[config.mk]
export PLATFORM = sky130hd
export DESIGN_NAME = fft_out_unload
export DESIGN_NICKNAME = d
export VERILOG_FILES = /design/src/rtl/fft_out_unload.sv
export SDC_FILE = /design/constraint.sdc
export NUM_CORES = 1
export LEC_CHECK = 0
export ABC_CLOCK_PERIOD_IN_PS = 11100
export CORE_ASPECT_RATIO = 0.9
export CORE_MARGIN = 2
export CORE_UTILIZATION = 63
export CTS_CLUSTER_DIAMETER = 120
export DETAILED_ROUTE_END_ITERATION = 10
export HOLD_SLACK_MARGIN = 0.03
export PLACE_DENSITY = 0.89
export SYNTH_ARGS = -nofsm -noshare
export SYNTH_HDL_FRONTEND = slang
export SYNTH_SLANG_ARGS = --single-unit
[constraint.sdc]
create_clock -name clk -period 11.1 [get_ports clk]
set_input_delay 2.22 -clock clk [delete_from_list [all_inputs] [get_ports clk]]
set_output_delay 2.22 -clock clk [all_outputs]
set_load 0.02 [all_outputs]
[src/rtl/fft_out_unload.sv]
// Read-side unloader for the FFT output buffer: walks one frame of addresses, re-times the
// returned words against the fixed read latency and streams them out through a skid FIFO.
module fft_out_unload #(
    parameter int unsigned LOGPTS = 8,
    parameter int unsigned DWIDTH = 32,
    parameter int unsigned RD_LAT = 3,
    parameter bit          BITREV = 1'b0
) (
    input  logic              clk,
    input  logic              nGrst,
    input  logic              start,
    output logic              busy,
    output logic [LOGPTS-1:0] rA,
    input  logic [DWIDTH-1:0] rd_data,
    output logic [DWIDTH-1:0] out_data,
    output logic              out_valid,
    input  logic              out_ready,
    output logic              out_first,
    output logic              out_last,
    output logic              frame_done
);

    localparam int unsigned PTS   = 2 ** LOGPTS;
    localparam int unsigned DEPTH = RD_LAT + 2;
    localparam int unsigned PW    = $clog2(DEPTH);
    localparam int unsigned CW    = $clog2(DEPTH + 1);
    localparam int unsigned OW    = $clog2(2 * RD_LAT + 4);
    localparam logic [LOGPTS:0] CNT_LAST = (LOGPTS + 1)'(PTS - 1);

    typedef enum logic [1:0] {StIdle, StRead, StDrain} state_t;

    state_t            r_state;
    logic              r_busy;
    logic              r_frame_done;
    logic [LOGPTS:0]   r_cnt;
    logic [LOGPTS-1:0] r_ra;
    // Tag pipe: index 0 lines up with rA, index RD_LAT with the matching rd_data.
    logic [RD_LAT:0]   r_pv;
    logic [RD_LAT:0]   r_pf;
    logic [RD_LAT:0]   r_pl;
    logic [DWIDTH+1:0] r_mem [DEPTH];
    logic [PW-1:0]     r_wptr;
    logic [PW-1:0]     r_rptr;
    logic [CW-1:0]     r_count;

    logic              w_push;
    logic              w_pop;
    logic              w_issue;
    logic              w_first;
    logic              w_last;
    logic              w_drain_done;
    logic [OW-1:0]     w_occ;
    logic [DWIDTH+1:0] w_head;

    function automatic logic [LOGPTS-1:0] f_order(input logic [LOGPTS-1:0] c);
        logic [LOGPTS-1:0] rev;
        for (int unsigned i = 0; i < LOGPTS; i++) begin
            rev[i] = c[LOGPTS-1-i];
        end
        return BITREV ? rev : c;
    endfunction

    function automatic logic [PW-1:0] f_inc(input logic [PW-1:0] p);
        return (p == PW'(DEPTH - 1)) ? '0 : p + PW'(1);
    endfunction

    // Every word already issued will land in the FIFO, so count it against the depth now.
    always_comb begin
        w_occ = OW'(r_count);
        for (int unsigned i = 0; i <= RD_LAT; i++) begin
            w_occ = w_occ + OW'(r_pv[i]);
        end
    end

    assign w_head       = r_mem[r_rptr];
    assign out_valid    = (r_count != '0);
    assign w_pop        = out_valid & out_ready;
    assign w_push       = r_pv[RD_LAT];
    assign w_issue      = (r_state == StRead) && ((w_occ - OW'(w_pop)) < OW'(DEPTH));
    assign w_first      = w_issue && (r_cnt == '0);
    assign w_last       = w_issue && (r_cnt == CNT_LAST);
    assign w_drain_done = (r_state == StDrain) && (r_pv == '0) &&
                          ((r_count == '0) || ((r_count == CW'(1)) && w_pop));

    assign out_data   = w_head[DWIDTH+1:2];
    assign out_first  = out_valid & w_head[1];
    assign out_last   = out_valid & w_head[0];
    assign busy       = r_busy;
    assign rA         = r_ra;
    assign frame_done = r_frame_done;

    always_ff @(posedge clk or negedge nGrst) begin
        if (!nGrst) begin
            r_state      <= StIdle;
            r_busy       <= 1'b0;
            r_frame_done <= 1'b0;
            r_cnt        <= '0;
            r_ra         <= '0;
        end else begin
            r_frame_done <= 1'b0;
            case (r_state)
                StIdle: begin
                    // A start coincident with frame_done is dropped; the sequencer re-issues it.
                    if (start && !r_frame_done) begin
                        r_state <= StRead;
                        r_busy  <= 1'b1;
                        r_cnt   <= '0;
                    end
                end
                StRead: begin
                    if (w_issue) begin
                        r_ra  <= f_order(r_cnt[LOGPTS-1:0]);
                        r_cnt <= r_cnt + (LOGPTS + 1)'(1);
                        if (r_cnt == CNT_LAST) begin
                            r_state <= StDrain;
                        end
                    end
                end
                StDrain: begin
                    if (w_drain_done) begin
                        r_state      <= StIdle;
                        r_busy       <= 1'b0;
                        r_frame_done <= 1'b1;
                    end
                end
                default: r_state <= StIdle;
            endcase
        end
    end

    always_ff @(posedge clk or negedge nGrst) begin
        if (!nGrst) begin
            r_pv <= '0;
            r_pf <= '0;
            r_pl <= '0;
        end else begin
            r_pv <= {r_pv[RD_LAT-1:0], w_issue};
            r_pf <= {r_pf[RD_LAT-1:0], w_first};
            r_pl <= {r_pl[RD_LAT-1:0], w_last};
        end
    end

    always_ff @(posedge clk or negedge nGrst) begin
        if (!nGrst) begin
            for (int unsigned i = 0; i < DEPTH; i++) begin
                r_mem[i] <= '0;
            end
            r_wptr  <= '0;
            r_rptr  <= '0;
            r_count <= '0;
        end else begin
            if (w_push) begin
                r_mem[r_wptr] <= {rd_data, r_pf[RD_LAT], r_pl[RD_LAT]};
                r_wptr        <= f_inc(r_wptr);
            end
            if (w_pop) begin
                r_rptr <= f_inc(r_rptr);
            end
            case ({w_push, w_pop})
                2'b10:   r_count <= r_count + CW'(1);
                2'b01:   r_count <= r_count - CW'(1);
                default: r_count <= r_count;
            endcase
        end
    end

endmodule

---- After elaboration in Yosys (flattened, before gate mapping) ----
Cells that the tools add are included.
W data, S select, Z words.
cells by class
  equality and inequality tests ........... 12
  add/sub/neg operators ................... 10
  muxes and demuxes ....................... 22
  $lt $le $gt $ge ......................... 4
  bitwise gates (word level) .............. 5
  reductions and logical operators ........ 22
operators by type and width
  cell                   number
  $bwmux W170            1
  $bmux W34 S3           1
  $demux W34 S3          1
  $mux W34               3
  $mux W9                2
  $pmux W9 S2            1
  $add A4 B1 Y4          3
  $add A3 B1 Y3 const B  3
  $add A9 B1 Y9 const B  1
  $eq A9 B8 Y1 const B   1
  $logic_not A9 Y1       1
  $ge A4 B4 Y1 const B   2
  $logic_and A1 B1 Y1    8
  $mux W2                4
  $not A3 Y4             2
  $eq A3 B3 Y1 const B   2
  $mux W3                2
  $ne A2 B2 Y1 const B   3
  $pmux W2 S3            1
  $pmux W3 S2            1
  $reduce_and A3 Y1      2
  $reduce_bool A2 Y1     3
  $add A3 B1 Y4          1
  $eq A2 B1 Y1 const B   2
  18 further kinds       24
word-level totals
  logic and storage cells ................. 91
  register bits after elaboration ......... 212
  bits of input ports ..................... 36
  output and inout bits ................... 45

---- Depth between registers and ports, before layout ----
  depth in word-level cells ............... 9
  gate-level depth with buffers ........... 17
  gate-level depth less buffers ........... 16

---- Worst setup path before layout ----
No wires, ideal clock.
  kind .................................... input -> register
  start ................................... input out_ready
  end ..................................... register r_ra[2], in the netlist rA[2]
  path slack .............................. 6.090 ns
  stages on the path ...................... 13
  library setup time ...................... 0.125 ns
  path buffers ............................ 1
  arrival time ............................ 4.885 ns
  path through ............................ nand2_1 inv_1 ha_1 fa_1 inv_1 fa_1 inv_1 fa_1 nand2b_1 a211oi_1 nand3_1 buf_2 mux2_2
on the way
  longest elaborated chain between the ends .. 5
ends and longest elaborated chain
  what                                RTL line  RTL
  from (decl)                         17        input logic out_ready,
  $and A1 B1 Y1                       77        assign w_pop = out_valid & out_ready;
  named net w_pop                     47        logic w_pop;
  $sub A4 B1 Y4                       79        assign w_issue = (r_state == StRead) && ((w_occ - OW'(w_pop)) < OW'(DEPTH));
  $lt A4 B3 Y1                        79
  $logic_and A1 B1 Y1                 79
  $reduce_and A2 Y1 (no source line)  n/a
  to (signal assigned)                112       r_ra <= f_order(r_cnt[LOGPTS-1:0]);
  to (decl)                           36        logic [LOGPTS-1:0] r_ra;
The timed path passes the listed nets, and every way through them passes these cells.
A chain may end at the register's enable or synchronous reset.

---- Worst setup path in the final report ----
  start ................................... input out_ready
  end ..................................... register r_ra[6], in the netlist rA[6]
Same word-level chain as after synthesis.

==> impl_metrics.tcl <==
set metrics [dict create \
    yosysUniqueCellTypes 40 \
    max_slew_margin 0.294 \
    end_kind "flip-flop" \
    synth-seq-cells 212 \
    cts_tree "yes" \
    max-vdd-ir-drop_v 0.000202 \
    grt-busiest-layer "met2" \
    io_buffers 80 \
    root_buffer "clkbuf_16" \
    grt_first_pass_wirelength_um 33000 \
    timing.final.hold_violations 0 \
    rr_worst_depth 16 \
    timing.final.crit_share 0.508 \
    ys.flop_type "dfrtp_1" \
    rsz0062_at_grt "no" \
    worst_slew_pin_slew_ps 1060 \
    grtUsageMet2 0.430 \
    drt-initial-drc-count 238 \
    path_cells "clkdlybuf4s50_1 > nand2_1 > inv_1 > ha_1 > fa_1 > inv_1 > fa_1 > inv_1 > fa_1 > xnor2_1 > a211oi_1 > nand3_1 > mux2_2" \
    hold_path_class "reg2reg" \
    die_y_um 122 \
    cp_data_required_time_ps 11470 \
    switchingPower_mw 1.37 \
    arrival_ps 6000 \
    finalWorstSetupSlack_ps 5470 \
    cap_violations 0 \
    path_clk_slew_ps 60 \
    finalPower_mw 3.90 \
    drt_pre_antenna_iters 4 \
    ant_nets 0 \
    crit_buf_inv 4 \
    dieArea_mm2 0.0164 \
    vias 5828 \
    syn_area_per_cell_um2 15.1 \
    synthArstFlopShare 1.00 \
    cts.repair.resized 0 \
    final_nets 777 \
    hpwl_um 11900 \
    grt.overflow.total 0 \
    synth_fp_nets 700 \
    layout_min_cycle_time_ps 5630 \
    max_freq_ghz 0.177 \
    r2r_end "rA[6]" \
    syn_to_final_growth_pct 17.0 \
    pwr-share-seq 0.350 \
    critPathTopFamily "adder cells" \
    htree_levels 1 \
    final_max_slew_viol_count 0 \
    met1_usage 0.348 \
    fp-row-count 43 \
    wl_per_cell_um 21.3 \
    post-cts-setup-buffer-count 0 \
    preCtsSetupSlack_ps 5010 \
    setup_viol 0 \
    grt_max_degree 126 \
    slowest_stage "clkdlybuf4s50_1" \
    clockBufferDepth 3 \
    n_antenna_cell 0 \
    r2r_slack_ps 6490 \
    gp_congestion 0.790 \
    coreArea_mm2 0.0152 \
    netlist_instances 644 \
    drive_above_1_share 0.355 \
    p_comb_frac 0.471 \
    cts_buffers 22 \
    setup_tns_ps 0 \
    grt_use_total 0.256 \
    routed_wirelength_um 20000 \
    crit_type "in2reg" \
    status "finished clean" \
    die_w_um 135 \
    powerDensity_mw_per_mm2 343 \
    hold_ws_ps 348 \
    crit_path_max_incr_delay_ps 560 \
    ios 81 \
    drc_errors 0 \
    synth_edf_count 0 \
    insertion_delay_ps 500 \
    r2r-start "r_count[1]" \
    use_met3 0.0449 \
    internal-power_mw 2.53 \
    whs_endpoint "r_pl[1]" \
    cts_hold_buf 0 \
    ys_seq_area_frac 0.547 \
    holdCritStartpoint "r_pl[0]" \
    start_util 0.637 \
    holdPathStages 0 \
    yosys_warnings 0 \
    vias_per_cell 6.21 \
    leakage_nw 5.07 \
    p_sw_frac 0.351 \
    cts.sinks 212 \
    syn_area_mm2 0.00970 \
    finalClockSkew_ps 15.0 \
    cp_max_fo 13 \
    start_kind "primary input" \
    pwr-share-clk 0.179 \
    grt_pass1_vias 6328 \
    antenna_found_initial 0 \
]
cell usage after synthesis, drive strengths merged (2+ instances only):
master | number | share of area
a21oi | 7 | 0.0036
mux2i | 4 | 0.0041
a22oi | 2 | 0.0015
fa | 3 | 0.0062
inv | 23 | 0.0089
ha | 17 | 0.022
nor2b | 6 | 0.0039
nand3 | 2 | 0.0010
mux4 | 34 | 0.079
clkbuf | 8 | 0.0031
buf | 27 | 0.017
o211ai | 2 | 0.0015
nor2 | 10 | 0.0039
dfrtp | 212 | 0.55
or4 | 8 | 0.0066
o31ai | 6 | 0.0046
a21o | 2 | 0.0015
a22o | 33 | 0.030
nor3b | 2 | 0.0021
nor3 | 3 | 0.0031
mux2 | 178 | 0.22
nand4 | 8 | 0.0052
o21ai | 10 | 0.0052
nand2 | 18 | 0.0070
nor4 | 3 | 0.0026
xnor2 | 4 | 0.0036
nand2b | 2 | 0.0013
and3 | 4 | 0.0026
worst register-to-register path: cells and delay by family (launching register included):
family | cells | cell delay, ps
compound gates | 1 | 430
simple gates | 3 | 970
buf+inv | 5 | 560
xor+xnor | 1 | 150
mux | 1 | 470
flops | 1 | 400
fa+ha+maj | 5 | 1520
how the worst max path moves through the flow:
stage,to,depth (start not counted),slack [ps],start
6_report,rA[6],13,5470,out_ready
3_5_place_dp,rA[6],13,5010,out_ready
4_1_cts,rA[6],13,5480,out_ready
2_1_floorplan,rA[2],13,6090,out_ready
5_1_grt,rA[6],13,5260,out_ready
3_3_place_gp,rA[7],13,5180,out_ready
power groups by stage:
stage          combinational, mW  sequential, mW  clock (mW)
2_1_floorplan               1.36            1.26           0
3_5_place_dp                1.83            1.37           0
5_1_grt                     1.99            1.40       0.740
6_report                    1.84            1.36       0.697
3_3_place_gp                1.76            1.33           0
4_1_cts                     1.85            1.36       0.708
sequential cells by signal, summed over array words and instances, names as in the netlist, 2 cells and up:
register and cells:
r_state 2, r_mem 170, r_pf 4, r_cnt 9, r_pv 4, r_count 3
rA 8, r_wptr 3, r_rptr 3, r_pl 4
cells by family (layout without fill, tap and decap cells):
logic type / after synthesis / after routing / share of synthesized area
compound gates: 66 / 66 / 0.0510
mux: 216 / 216 / 0.301
simple gates: 67 / 67 / 0.0397
fa+ha+maj: 20 / 20 / 0.0281
xor+xnor: 4 / 4 / 0.00361
buf+inv: 59 / 151 / 0.0289
flops: 212 / 212 / 0.547
routing by layer:
layer  share of wire  vias to the layer above  wire (µm)
li1                -                     2533          -
met1            0.42                     3073       8490
met2            0.50                      180       9950
met3           0.052                       42       1030
met4           0.025                        0        499
met5               0                        -          0
cells in the final DEF (no fill, tap or decap), types with 3 or more instances in the layout:
| cell | count |
|---|---|
| clkbuf_16 | 23 |
| nor3_4 | 3 |
| clkbuf_1 | 8 |
| nor2b_1 | 6 |
| dfrtp_1 | 210 |
| and3_1 | 4 |
| o31ai_1 | 6 |
| mux4_2 | 34 |
| mux2_2 | 148 |
| o21ai_0 | 10 |
| clkbuf_8 | 5 |
| mux2i_1 | 4 |
| xnor2_1 | 4 |
| clkdlybuf4s50_1 | 79 |
| fa_1 | 3 |
| mux2_4 | 30 |
| or4_1 | 7 |
| inv_1 | 22 |
| nand2_1 | 18 |
| ha_1 | 17 |
| nand4_1 | 8 |
| a21oi_1 | 7 |
| buf_4 | 8 |
| nor2_1 | 10 |
| a22o_1 | 33 |
final cells by class:
| type | instances | area (µm²) |
|---|---|---|
| tap | 202 | 253 |
| clock buffer | 35 | 661 |
| sequential | 212 | 5310 |
| timing repair buffer | 88 | 865 |
| inverter | 24 | 90.1 |
| clock inverter | 4 | 26.3 |
| fill | 883 | 3880 |
| multi-input combinational | 373 | 4140 |
metrics by stage:
stage / util / cells / instance area, µm²
floorplan: - / 644 / 9700
CTS: 0.745 / 938 / 11300
detailed placement: 0.700 / 899 / 10700
global placement: 0.700 / 899 / 10700
global route: 0.745 / 938 / 11300
finish: 0.745 / 938 / 11300
Power figures use the tool's default switching activity.
